==> src/rtl/mem_bus_arbiter_pkg.sv <==
// Shared bus types and constants for the CPU memory-port arbiter and future bus masters.
// Wait counts are derived per address class; the counter width is sized by wait_cnt_width().
package cpu_bus_pkg;

    typedef enum logic [1:0] {
        StIdle,
        StBusy,
        StDone
    } bus_state_e;

    typedef enum logic {
        OwnFetch,
        OwnData
    } bus_owner_e;

    localparam logic [31:0] UART_DATA_ADDR = 32'hBFD003F8;
    localparam logic [31:0] UART_STAT_ADDR = 32'hBFD003FC;
    localparam logic [4:0]  BYTEMODE_WORD  = 5'b01111;

    // Width holding the largest wait count, never narrower than one bit.
    function automatic int unsigned wait_cnt_width(input int unsigned ram_wait,
                                                   input int unsigned uart_wait);
        int unsigned max_wait;
        max_wait = (ram_wait > uart_wait) ? ram_wait : uart_wait;
        return (max_wait == 0) ? 1 : $clog2(max_wait + 1);
    endfunction

endpackage

==> src/rtl/mem_bus_arbiter_if.sv <==
// Request/response and MMU-side signals of the memory-port arbiter.
// slave is the arbiter's view; master is the pipeline-plus-MMU view.
interface mem_bus_arbiter_if;

    logic        if_req;
    logic [31:0] if_addr;
    logic [31:0] if_rdata;
    logic        if_ready;

    logic        d_req;
    logic        d_we;
    logic [31:0] d_addr;
    logic [31:0] d_wdata;
    logic [4:0]  d_bytemode;
    logic [31:0] d_rdata;
    logic        d_ready;

    logic        mmu_read;
    logic        mmu_write;
    logic [31:0] mmu_addr;
    logic [31:0] mmu_wdata;
    logic [4:0]  mmu_bytemode;
    logic [31:0] mmu_rdata;

    modport slave (
        input  if_req, if_addr,
        output if_rdata, if_ready,
        input  d_req, d_we, d_addr, d_wdata, d_bytemode,
        output d_rdata, d_ready,
        output mmu_read, mmu_write, mmu_addr, mmu_wdata, mmu_bytemode,
        input  mmu_rdata
    );

    modport master (
        output if_req, if_addr,
        input  if_rdata, if_ready,
        output d_req, d_we, d_addr, d_wdata, d_bytemode,
        input  d_rdata, d_ready,
        input  mmu_read, mmu_write, mmu_addr, mmu_wdata, mmu_bytemode,
        output mmu_rdata
    );

endinterface

==> src/rtl/mem_bus_arbiter_addr_class.sv <==
// Address classifier: maps a bus address to the number of extra cycles the
// MMU strobes must be held. Only the UART data register is slow.
module bus_addr_class
    import cpu_bus_pkg::*;
#(
    parameter int unsigned RAM_WAIT  = 0,
    parameter int unsigned UART_WAIT = 2,
    parameter int unsigned CntW      = wait_cnt_width(RAM_WAIT, UART_WAIT)
) (
    input  logic [31:0]     addr,
    output logic [CntW-1:0] wait_cnt
);

    always_comb begin
        wait_cnt = CntW'(RAM_WAIT);
        if (addr == UART_DATA_ADDR) begin
            wait_cnt = CntW'(UART_WAIT);
        end
    end

endmodule

==> src/rtl/mem_bus_arbiter.sv <==
// Two-requester arbiter for the single MMU port: data beats fetch, each access is
// latched, held for a wait count, then completed with a one-cycle ready pulse.
module mem_bus_arbiter
    import cpu_bus_pkg::*;
#(
    parameter int unsigned RAM_WAIT  = 0,
    parameter int unsigned UART_WAIT = 2
) (
    input  logic           clk,
    input  logic           rst_n,
    mem_bus_arbiter_if.slave bus
);

    localparam int unsigned CntW = wait_cnt_width(RAM_WAIT, UART_WAIT);

    bus_state_e      state_q, state_d;
    bus_owner_e      owner_q, owner_d;
    logic [CntW-1:0] cnt_q, cnt_d;

    logic            read_q, read_d;
    logic            write_q, write_d;
    logic [31:0]     addr_q, addr_d;
    logic [31:0]     wdata_q, wdata_d;
    logic [4:0]      bytemode_q, bytemode_d;

    logic [31:0]     if_rdata_q, if_rdata_d;
    logic            if_ready_q, if_ready_d;
    logic [31:0]     d_rdata_q, d_rdata_d;
    logic            d_ready_q, d_ready_d;

    logic [31:0]     req_addr;
    logic [CntW-1:0] grant_wait;

    // Classify whichever address would win arbitration this cycle.
    assign req_addr = bus.d_req ? bus.d_addr : bus.if_addr;

    bus_addr_class #(
        .RAM_WAIT  (RAM_WAIT),
        .UART_WAIT (UART_WAIT),
        .CntW      (CntW)
    ) u_addr_class (
        .addr     (req_addr),
        .wait_cnt (grant_wait)
    );

    always_comb begin
        state_d    = state_q;
        owner_d    = owner_q;
        cnt_d      = cnt_q;
        read_d     = read_q;
        write_d    = write_q;
        addr_d     = addr_q;
        wdata_d    = wdata_q;
        bytemode_d = bytemode_q;
        if_rdata_d = if_rdata_q;
        if_ready_d = if_ready_q;
        d_rdata_d  = d_rdata_q;
        d_ready_d  = d_ready_q;

        unique case (state_q)
            StIdle: begin
                if (bus.d_req) begin
                    state_d    = StBusy;
                    owner_d    = OwnData;
                    cnt_d      = grant_wait;
                    addr_d     = bus.d_addr;
                    wdata_d    = bus.d_wdata;
                    bytemode_d = bus.d_bytemode;
                    read_d     = ~bus.d_we;
                    write_d    = bus.d_we;
                end else if (bus.if_req) begin
                    state_d    = StBusy;
                    owner_d    = OwnFetch;
                    cnt_d      = grant_wait;
                    addr_d     = bus.if_addr;
                    wdata_d    = '0;
                    bytemode_d = BYTEMODE_WORD;
                    read_d     = 1'b1;
                    write_d    = 1'b0;
                end
            end
            StBusy: begin
                if (cnt_q != '0) begin
                    cnt_d = cnt_q - CntW'(1);
                end else begin
                    state_d = StDone;
                    read_d  = 1'b0;
                    write_d = 1'b0;
                    if (owner_q == OwnData) begin
                        // Stores return zero rather than whatever the MMU drives.
                        d_rdata_d = write_q ? 32'h0 : bus.mmu_rdata;
                        d_ready_d = 1'b1;
                    end else begin
                        if_rdata_d = bus.mmu_rdata;
                        if_ready_d = 1'b1;
                    end
                end
            end
            StDone: begin
                // Requests are not looked at here, so a held req cannot be re-granted.
                state_d    = StIdle;
                if_ready_d = 1'b0;
                d_ready_d  = 1'b0;
            end
            default: begin
                state_d = StIdle;
            end
        endcase
    end

    always_ff @(posedge clk) begin
        if (!rst_n) begin
            state_q    <= StIdle;
            owner_q    <= OwnFetch;
            cnt_q      <= '0;
            read_q     <= 1'b0;
            write_q    <= 1'b0;
            addr_q     <= '0;
            wdata_q    <= '0;
            bytemode_q <= '0;
            if_rdata_q <= '0;
            if_ready_q <= 1'b0;
            d_rdata_q  <= '0;
            d_ready_q  <= 1'b0;
        end else begin
            state_q    <= state_d;
            owner_q    <= owner_d;
            cnt_q      <= cnt_d;
            read_q     <= read_d;
            write_q    <= write_d;
            addr_q     <= addr_d;
            wdata_q    <= wdata_d;
            bytemode_q <= bytemode_d;
            if_rdata_q <= if_rdata_d;
            if_ready_q <= if_ready_d;
            d_rdata_q  <= d_rdata_d;
            d_ready_q  <= d_ready_d;
        end
    end

    assign bus.mmu_read     = read_q;
    assign bus.mmu_write    = write_q;
    assign bus.mmu_addr     = addr_q;
    assign bus.mmu_wdata    = wdata_q;
    assign bus.mmu_bytemode = bytemode_q;
    assign bus.if_rdata     = if_rdata_q;
    assign bus.if_ready     = if_ready_q;
    assign bus.d_rdata      = d_rdata_q;
    assign bus.d_ready      = d_ready_q;

endmodule

==> src/flat_wrapper.sv <==
// flat-port wrapper written by rule: the top's interface ports become plain ports
module mem_bus_arbiter_flat import cpu_bus_pkg::*;
#(
    parameter int unsigned RAM_WAIT  = 0,
    parameter int unsigned UART_WAIT = 2
)
  (clk, rst_n, bus_if_req, bus_if_addr, bus_if_rdata, bus_if_ready, bus_d_req, bus_d_we, bus_d_addr, bus_d_wdata, bus_d_bytemode, bus_d_rdata, bus_d_ready, bus_mmu_read, bus_mmu_write, bus_mmu_addr, bus_mmu_wdata, bus_mmu_bytemode, bus_mmu_rdata);
  mem_bus_arbiter_if bus_i ();
  input  logic clk;
  input  logic rst_n;
  input wire logic [$bits(bus_i.if_req)-1:0] bus_if_req;
  input wire logic [$bits(bus_i.if_addr)-1:0] bus_if_addr;
  output wire logic [$bits(bus_i.if_rdata)-1:0] bus_if_rdata;
  output wire logic [$bits(bus_i.if_ready)-1:0] bus_if_ready;
  input wire logic [$bits(bus_i.d_req)-1:0] bus_d_req;
  input wire logic [$bits(bus_i.d_we)-1:0] bus_d_we;
  input wire logic [$bits(bus_i.d_addr)-1:0] bus_d_addr;
  input wire logic [$bits(bus_i.d_wdata)-1:0] bus_d_wdata;
  input wire logic [$bits(bus_i.d_bytemode)-1:0] bus_d_bytemode;
  output wire logic [$bits(bus_i.d_rdata)-1:0] bus_d_rdata;
  output wire logic [$bits(bus_i.d_ready)-1:0] bus_d_ready;
  output wire logic [$bits(bus_i.mmu_read)-1:0] bus_mmu_read;
  output wire logic [$bits(bus_i.mmu_write)-1:0] bus_mmu_write;
  output wire logic [$bits(bus_i.mmu_addr)-1:0] bus_mmu_addr;
  output wire logic [$bits(bus_i.mmu_wdata)-1:0] bus_mmu_wdata;
  output wire logic [$bits(bus_i.mmu_bytemode)-1:0] bus_mmu_bytemode;
  input wire logic [$bits(bus_i.mmu_rdata)-1:0] bus_mmu_rdata;
  assign bus_i.if_req = bus_if_req;
  assign bus_i.if_addr = bus_if_addr;
  assign bus_if_rdata = bus_i.if_rdata;
  assign bus_if_ready = bus_i.if_ready;
  assign bus_i.d_req = bus_d_req;
  assign bus_i.d_we = bus_d_we;
  assign bus_i.d_addr = bus_d_addr;
  assign bus_i.d_wdata = bus_d_wdata;
  assign bus_i.d_bytemode = bus_d_bytemode;
  assign bus_d_rdata = bus_i.d_rdata;
  assign bus_d_ready = bus_i.d_ready;
  assign bus_mmu_read = bus_i.mmu_read;
  assign bus_mmu_write = bus_i.mmu_write;
  assign bus_mmu_addr = bus_i.mmu_addr;
  assign bus_mmu_wdata = bus_i.mmu_wdata;
  assign bus_mmu_bytemode = bus_i.mmu_bytemode;
  assign bus_i.mmu_rdata = bus_mmu_rdata;
  mem_bus_arbiter #(.RAM_WAIT(RAM_WAIT), .UART_WAIT(UART_WAIT)) u_core (.clk(clk), .rst_n(rst_n), .bus(bus_i));
endmodule
==> config.mk <==
export PLATFORM = sky130hd
export DESIGN_NAME = mem_bus_arbiter_flat
export DESIGN_NICKNAME = d
export VERILOG_FILES = /design/src/rtl/mem_bus_arbiter_pkg.sv /design/src/rtl/mem_bus_arbiter_if.sv /design/src/rtl/mem_bus_arbiter_addr_class.sv /design/src/rtl/mem_bus_arbiter.sv /design/src/flat_wrapper.sv
export SDC_FILE = /design/constraint.sdc
export NUM_CORES = 1
export LEC_CHECK = 0
export CORE_MARGIN = 2
export CORE_UTILIZATION = 45
export DETAILED_ROUTE_END_ITERATION = 10
export PLACE_DENSITY = 0.86
export SLEW_MARGIN = 20
export SYNTH_ARGS = -nofsm -noshare
export SYNTH_HDL_FRONTEND = slang
export SYNTH_HIERARCHICAL = 1
export SYNTH_SLANG_ARGS = --single-unit
==> constraint.sdc <==
create_clock -name clk -period 4.1 [get_ports clk]
set_clock_uncertainty 0.15 [all_clocks]
set_input_delay 0.82 -clock clk [delete_from_list [all_inputs] [get_ports clk]]
set_output_delay 0.82 -clock clk [all_outputs]
set_load 0.05 [all_outputs]
==> results of run 1 <==
## area by class of cell
| class | count | area [um^2] | share of cell area [%] |
|---|---|---|---|
| multi-input cells | 477 | 2880 | 30.5 |
| repair buffers | 286 | 2850 | 30.3 |
| flip-flops and latches | 142 | 2840 | 30.2 |
| clock buffers | 20 | 447 | 4.74 |
| well taps | 176 | 220 | 2.34 |
| clock inverters | 11 | 166 | 1.77 |
| inverters | 4 | 17.5 | 0.186 |
## stage by stage
stage	util, %	total power, mW	hold slack [ps]	cell area, um^2	setup WS [ps]
global route	71.2	5.00	314	9420	969
detailed placement	66.5	3.22	293	8810	809
floorplan	-	2.71	342	6130	1480
CTS	71.2	4.83	301	9420	1250
global placement	66.5	3.20	287	8810	829
finish	71.2	4.80	296	9420	1240
## per-layer routing
layer | routed length (um) | vias up
met3 | 1550 | 26
met4 | 412 | 0
met1 | 7350 | 2715
li1 | - | 2870
met2 | 9220 | 228
met5 | 0 | -
## synth_stat cells (2+ instances only)
cell type | count | share of area [%]
sky130_fd_sc_hd__dfxtp_1 | 142 | 46
sky130_fd_sc_hd__a21oi_1 | 135 | 11
sky130_fd_sc_hd__nand2_1 | 132 | 8.1
sky130_fd_sc_hd__nor3_2 | 40 | 6.5
sky130_fd_sc_hd__o21ai_0 | 35 | 2.9
sky130_fd_sc_hd__nand3b_1 | 33 | 4.0
sky130_fd_sc_hd__mux2_2 | 32 | 5.9
sky130_fd_sc_hd__nor3_1 | 25 | 2.0
sky130_fd_sc_hd__buf_2 | 19 | 1.6
sky130_fd_sc_hd__clkbuf_1 | 18 | 1.1
sky130_fd_sc_hd__buf_6 | 12 | 2.2
sky130_fd_sc_hd__buf_4 | 9 | 1.1
sky130_fd_sc_hd__buf_1 | 4 | 0.25
sky130_fd_sc_hd__nand4b_1 | 4 | 0.57
sky130_fd_sc_hd__o221a_2 | 4 | 0.74
sky130_fd_sc_hd__and4b_1 | 3 | 0.49
sky130_fd_sc_hd__inv_1 | 3 | 0.18
sky130_fd_sc_hd__nor2_4 | 3 | 0.55
sky130_fd_sc_hd__and3_1 | 2 | 0.20
sky130_fd_sc_hd__clkbuf_2 | 2 | 0.16
sky130_fd_sc_hd__ha_1 | 2 | 0.41
sky130_fd_sc_hd__nand2b_1 | 2 | 0.20
sky130_fd_sc_hd__nand4_1 | 2 | 0.20
sky130_fd_sc_hd__nor2_1 | 2 | 0.12
sky130_fd_sc_hd__nor4bb_1 | 2 | 0.33
sky130_fd_sc_hd__or2_1 | 2 | 0.20
## state kept, by name (all words and copies together) (netlist names)
register,flops
u_core/bus.mmu_write,1
u_core/bus.if_ready,1
u_core/state_q,2
u_core/bus.d_ready,1
u_core/bus.mmu_read,1
u_core/bus.if_rdata,32
u_core/bus.mmu_addr,32
u_core/bus.mmu_bytemode,5
u_core/cnt_q,2
u_core/bus.mmu_wdata,32
u_core/owner_q,1
u_core/bus.d_rdata,32
## worst max path at each step
stage                   start                            to  slack, ps  cells after the start
floorplan           bus_d_req  u_core/cnt_q[1]$_SDFFE_PN0P_       1480                      8
global route        bus_d_req  u_core/cnt_q[1]$_SDFFE_PN0P_        970                      7
global placement    bus_d_req  u_core/cnt_q[1]$_SDFFE_PN0P_        830                      7
CTS                 bus_d_req  u_core/cnt_q[1]$_SDFFE_PN0P_       1250                      7
detailed placement  bus_d_req  u_core/cnt_q[1]$_SDFFE_PN0P_        810                      7
finish              bus_d_req  u_core/cnt_q[1]$_SDFFE_PN0P_       1240                      7
## critical path: stages
cell and delay, ps:
sky130_fd_sc_hd__buf_2 620, sky130_fd_sc_hd__mux2_2 430, sky130_fd_sc_hd__nor4b_1 410, sky130_fd_sc_hd__nand4_1 220
sky130_fd_sc_hd__nor4_2 180, sky130_fd_sc_hd__a21oi_1 90, sky130_fd_sc_hd__a311oi_1 250
## logic make-up after synthesis
family | Yosys count
fa+ha+maj | 2
other cells | 1
buf+inv | 68
simple gates | 261
mux | 32
compound gates | 181
flops | 142
## power breakdown
group	internal [mW]	switching, mW	leakage (nW)
combinational	0.572	0.992	1.81
sequential	1.54	0.0940	1.16
clock	1.03	0.572	0.304
==> run_results.csv, run 1 <==
group,metric,value,unit
synth,synth_async_sr_flop_share,0,%
grt,globalRoute.totalOverflow,0,
detailed_routing,remaining_drc_errors,0,
clock_network,ctsRootBufferMaster,"sky130_fd_sc_hd__clkbuf_16",
timing,layout_min_cycle_time,2860,ps
timing,timing.slew.headroom,45.7,%
timing,drv_slew,0,
detailed_routing,route.vias.total,5839,
synth,syn-cell-area,6130,um^2
layout,layout.nets,1068,
layout,post_route_cells_drive_above_1_share,13.4,%
die,floorplan.initialDensity,46.3,%
synth,synth-edff-count,0,
clock_network,cts_made_buffers,17,
power_and_ir_drop,power_leakage,3.27,nW
timing,timing.final.hold_violations,0,
detailed_routing,avgRoutedWirePerCell,16.6,um
die,ios,275,
timing,final.setup.tns,0,ps
clock_network,cts.sinks,142,
grt,globalRouteMet1Util,29.3,%
synth,yosys_register_bits,142,
synth,ys_seq_area_share,46.4,%
synth,main_combinational_cell_family_by_area_after_synthesis,"simple AND/OR/NAND/NOR gates",
placed_design,sum_of_net_half_perimeters_after_detailed_placement,12700,um
synth,avgSynthCellArea,8.92,um^2
clock_network,clock_tree.htree_level_count,4,
outcome,outcome,"finished clean",
setup_path,cp_max_fo,38,
layout,area_added_between_synthesis_and_finish,53.8,%
setup_path,ff2ff_setup_slack,1670,ps
worst_hold_path,classification_of_the_worst_slack_hold_path,"flip-flop to flip-flop",
detailed_routing,final_antenna_net_count,0,
synth,synth_fa_ha_area_share,0.408,%
setup_path,setup.worst_path.end_class,"flip-flop",
run,drv_cap,0,
grt,grt_first_pass_wirelength,29500,um
grt,grt_pass1_vias,5776,
layout,fin_cells,1116,
timing,highest_attainable_clock_frequency,350,MHz
setup_path,critical_path.startpoint_type,"primary input",
synth,synth-xor-area-share,0,%
die,die_w,121,um
grt,grt_antenna_before_repair,0,
grt,grt_start_max_net_pins,80,
timing,tcrit_tclk_final,69.6,%
power_and_ir_drop,cellPowerDensity,509,nW/um^2
worst_hold_path,timing.hold.worst_endpoint,"u_core/bus.d_rdata[0]$_SDFFE_PN0P_",
clock_network,cts.clk_slew.worst_paths,50,ps
setup_path,endpoint_of_the_lowest_slack_register_to_register_path,"u_core/bus.mmu_wdata[12]$_SDFFE_PN0P_",
die,core.rowCount,42,
die,die_area,14600,um^2
power_and_ir_drop,vdd_ir_drop_max,268,uV
placed_design,post-place-cells,1085,
layout,diode_insertion_count_for_antenna_repair,0,
setup_path,worst_ep_required_time,4270,ps
detailed_routing,1st_iter_drt_viols,318,
layout,most_common_cell_after_layout_fill_and_taps_aside,"sky130_fd_sc_hd__clkdlybuf4s50_1",
setup_path,r2r.worst_path.cells,4,
placed_design,place.port_buffers,274,
synth,synth-compound-area-share,15.6,%
grt,top_usage_layer,"met2",
worst_hold_path,worst_hold_path.num_cells,2,
timing,setup_viol,0,
die,fp.coreArea,13200,um^2
worst_hold_path,hold_path.startpoint,"u_core/bus.d_rdata[0]$_SDFFE_PN0P_",
synth,synth.yosys.warnings,6,
clock_network,tritoncts,"done",
detailed_routing,post_drt_via_cell_ratio,5.23,
grt,total_global_route_track_usage,25.6,%
placed_design,finalWeightedCongestion,0.787,
clock_network,number_of_buffers_inserted_to_repair_setup_after_cts,0,
timing,grt_setup_unrepaired,"no",
detailed_routing,firstDrtPassIters,5,
layout,fillers,1050,
clock_network,clk-insertion-delay-late,410,ps
synth,synth_cell_types,44,
detailed_routing,drt-total-wl,18500,um
clock_network,ctsLongestPathBuffers,2,
grt,met3_usage,8.96,%
layout,most-common-layout-cells,"273 x sky130_fd_sc_hd__clkdlybuf4s50_1, 142 x sky130_fd_sc_hd__dfxtp_1, 135 x sky130_fd_sc_hd__a21oi_1",
setup_path,critical_path.reg2reg.startpoint,"u_core/state_q[0]$_SDFFE_PN0P_",
synth,yosys.area_share.simple,25.1,%
grt,use_met2,43.6,%
setup_path,worst-endpoint-arrival,3030,ps
clock_network,post_cts_resized,0,
synth,yosys-mux-area-fraction,5.88,%
setup_path,worstSetupPathType,"primary input to flip-flop",
timing,tightestPinTransition,815,ps
clock_network,cts_hold_repair.buffers,0,
synth,synth_nets,827,
synth,ys_dominant_reg_cell,"sky130_fd_sc_hd__dfxtp_1",
synth,synthesis.instances,687,
die,dieHeight,121,um
Power figures use the tool's default switching activity.
==> run 2, diff against run 1 <==
- CORE_UTILIZATION: 45 -> 42
- PLACE_DENSITY: 0.86 -> 0.81
- clock period: 4.1 -> 2.9 ns (I/O delays scaled with it)
==> run 2 against run 1 <==
Against the previous run:
- sequential power grew 40%
- clock power up 33%
- highest routed layer unchanged
- count of clock-buffer cells in the layout fell by 2
- critical path type unchanged
- first-iteration DRC count increased by 37%
- non-clock buffer count grew 8
- critical path depth stayed put
- final cell count grew 1.5%
- utilization fell by 5.1 points
- sequential cell count stayed put
==> run_results.csv, run 2 (synthesis results as in run 1) <==
group,metric,value,unit
grt,grt_pass1_vias,5758,
placed_design,place.port_buffers,274,
die,ios,275,
clock_network,ctsRootBufferMaster,"sky130_fd_sc_hd__clkbuf_16",
timing,layout_min_cycle_time,2440,ps
timing,timing.final.hold_violations,0,
layout,multi_input_comb_area,2880,um^2
timing,tcrit_tclk_final,84.0,%
detailed_routing,remaining_drc_errors,0,
layout,fin_cells,1133,
layout,post_route_cells_drive_above_1_share,14.4,%
detailed_routing,1st_iter_drt_viols,435,
grt,grt_first_pass_wirelength,29600,um
clock_network,cts_made_buffers,17,
placed_design,pre_cts_slack,136,ps
grt,globalRoute.totalOverflow,0,
layout,register_area,2840,um^2
power_and_ir_drop,power_leakage,3.31,nW
timing,final.setup.tns,0,ps
clock_network,number_of_buffers_inserted_to_repair_setup_after_cts,0,
power_and_ir_drop,cellPowerDensity,703,nW/um^2
detailed_routing,met1_routed_length,7450,um
setup_path,critical_path.top_delay_family,"simple AND/OR/NAND/NOR gates",
layout,diode_insertion_count_for_antenna_repair,0,
clock_network,clock_tree.htree_level_count,4,
timing,highest_attainable_clock_frequency,410,MHz
outcome,outcome,"finished clean",
timing,setup_viol,0,
setup_path,worst-endpoint-arrival,2600,ps
detailed_routing,top_signal_layer_used,"met4",
detailed_routing,final_antenna_net_count,0,
detailed_routing,post_drt_via_cell_ratio,5.22,
clock_network,cts.clk_slew.worst_paths,60,ps
grt,total_global_route_track_usage,23.4,%
setup_path,worst_ep_required_time,3070,ps
clock_network,tritoncts,"done",
clock_network,post_cts_resized,0,
die,dieHeight,125,um
detailed_routing,drt-total-wl,18600,um
setup_path,timing.critical_path.slowest_cell_delay,460,ps
die,fp.coreArea,14400,um^2
die,die_w,125,um
setup_path,timing.critical_path.cells,"clkdlybuf4s50_1 -> mux2_2 -> nor4bb_1 -> nand4_1 -> nor4_2 -> a21oi_1 -> a311oi_1",
clock_network,clk-insertion-delay-late,410,ps
worst_hold_path,classification_of_the_worst_slack_hold_path,"flip-flop to flip-flop",
setup_path,cp_max_fo,2,
layout,postLayoutCoreUtil,66.1,%
power_and_ir_drop,vdd_ir_drop_max,405,uV
detailed_routing,avgRoutedWirePerCell,16.4,um
layout,fillers,1161,
grt,grt_antenna_before_repair,0,
die,floorplan.initialDensity,42.6,%
timing,fin_ws,464,ps
setup_path,crit_path_max_delay_cell_type,"sky130_fd_sc_hd__clkdlybuf4s50_1",
setup_path,setup.worst_path.end_class,"flip-flop",
setup_path,critical_path.startpoint_type,"primary input",
die,die_area,15600,um^2
layout,most_common_cell_after_layout_fill_and_taps_aside,"sky130_fd_sc_hd__clkdlybuf4s50_1",
timing,grt_setup_unrepaired,"no",
timing,tightestPinTransition,582,ps
placed_design,sum_of_net_half_perimeters_after_detailed_placement,12900,um
placed_design,finalWeightedCongestion,0.804,
layout,layout.nets,1076,
detailed_routing,met2_wirelength,8980,um
setup_path,critical_path.n_buffers_inverters,1,
clock_network,cts.sinks,142,
detailed_routing,wl_met3,1680,um
timing,drv_slew,0,
clock_network,ctsLongestPathBuffers,2,
grt,grt_start_max_net_pins,62,
layout,most-common-layout-cells,"273 x sky130_fd_sc_hd__clkdlybuf4s50_1, 142 x sky130_fd_sc_hd__dfxtp_1, 135 x sky130_fd_sc_hd__a21oi_1",
layout,area_added_between_synthesis_and_finish,55.1,%
placed_design,post-place-cells,1101,
detailed_routing,firstDrtPassIters,6,
detailed_routing,route.vias.total,5913,
setup_path,worstSetupPathType,"primary input to flip-flop",
timing,timing.slew.headroom,61.1,%
setup_path,ff2ff_setup_slack,820,ps
run,drv_cap,0,
die,core.rowCount,44,
clock_network,cts_hold_repair.buffers,0,
## run 2: cell types whose count changed in the layout (fill, tap and decap cells not counted)
cell,change
sky130_fd_sc_hd__buf_12,+3
sky130_fd_sc_hd__buf_4,+5
sky130_fd_sc_hd__bufinv_16,-2
sky130_fd_sc_hd__clkbuf_1,-2
sky130_fd_sc_hd__clkinv_2,+2
sky130_fd_sc_hd__clkinvlp_4,+1
sky130_fd_sc_hd__inv_6,+2
## run 2: cell type report
| type | count | area share, % |
|---|---|---|
| timing repair buffer | 294 | 31.1 |
| sequential | 142 | 29.9 |
| clock buffer | 18 | 4.62 |
| clock inverter | 14 | 1.49 |
| inverter | 4 | 0.184 |
| tap | 184 | 2.42 |
| multi-input combinational | 477 | 30.3 |
## run 2: metal layers
layer,global-route usage (%),vias up
met5,0,-
met4,8.72,0
met3,8.33,36
met2,39.4,252
met1,27.5,2735
li1,-,2890
## run 2: worst register-to-register path, delay by kind of cell, from the launching register on
| family | cells | cell delay, ps |
|---|---|---|
| and+or+nand+nor | 1 | 580 |
| AOI/OAI and AO/OA | 2 | 290 |
| DFF | 1 | 650 |
| buffers and inverters | 1 | 330 |
## run 2: through the flow
stage	power, mW	hold WS (ps)	cell area (um^2)
floorplan	3.83	342	6130
global placement	4.57	287	8920
detailed placement	4.58	294	8920
CTS	6.73	302	9500
global route	6.98	318	9500
finish	6.68	300	9500
## run 2: report_power, final
part	switching (mW)	leakage [nW]	internal (mW)
registers	0.115	1.16	2.17
logic	1.42	1.86	0.836
clock network	0.842	0.290	1.29
total	2.38	3.31	4.29
## run 2: path summary, 6_finish.rpt
| kind | cells past startpoint | endpoint | start |
|---|---|---|---|
| setup / recovery | 7 | u_core/cnt_q[1]$_SDFFE_PN0P_ | bus_if_addr[1] |
| hold / removal | 2 | u_core/bus.d_rdata[1]$_SDFFE_PN0P_ | u_core/bus.d_rdata[1]$_SDFFE_PN0P_ |
| setup reg to reg | 4 | u_core/bus.mmu_wdata[4]$_SDFFE_PN0P_ | u_core/state_q[1]$_SDFFE_PN0P_ |
| hold reg to reg | 2 | u_core/bus.d_rdata[1]$_SDFFE_PN0P_ | u_core/bus.d_rdata[1]$_SDFFE_PN0P_ |
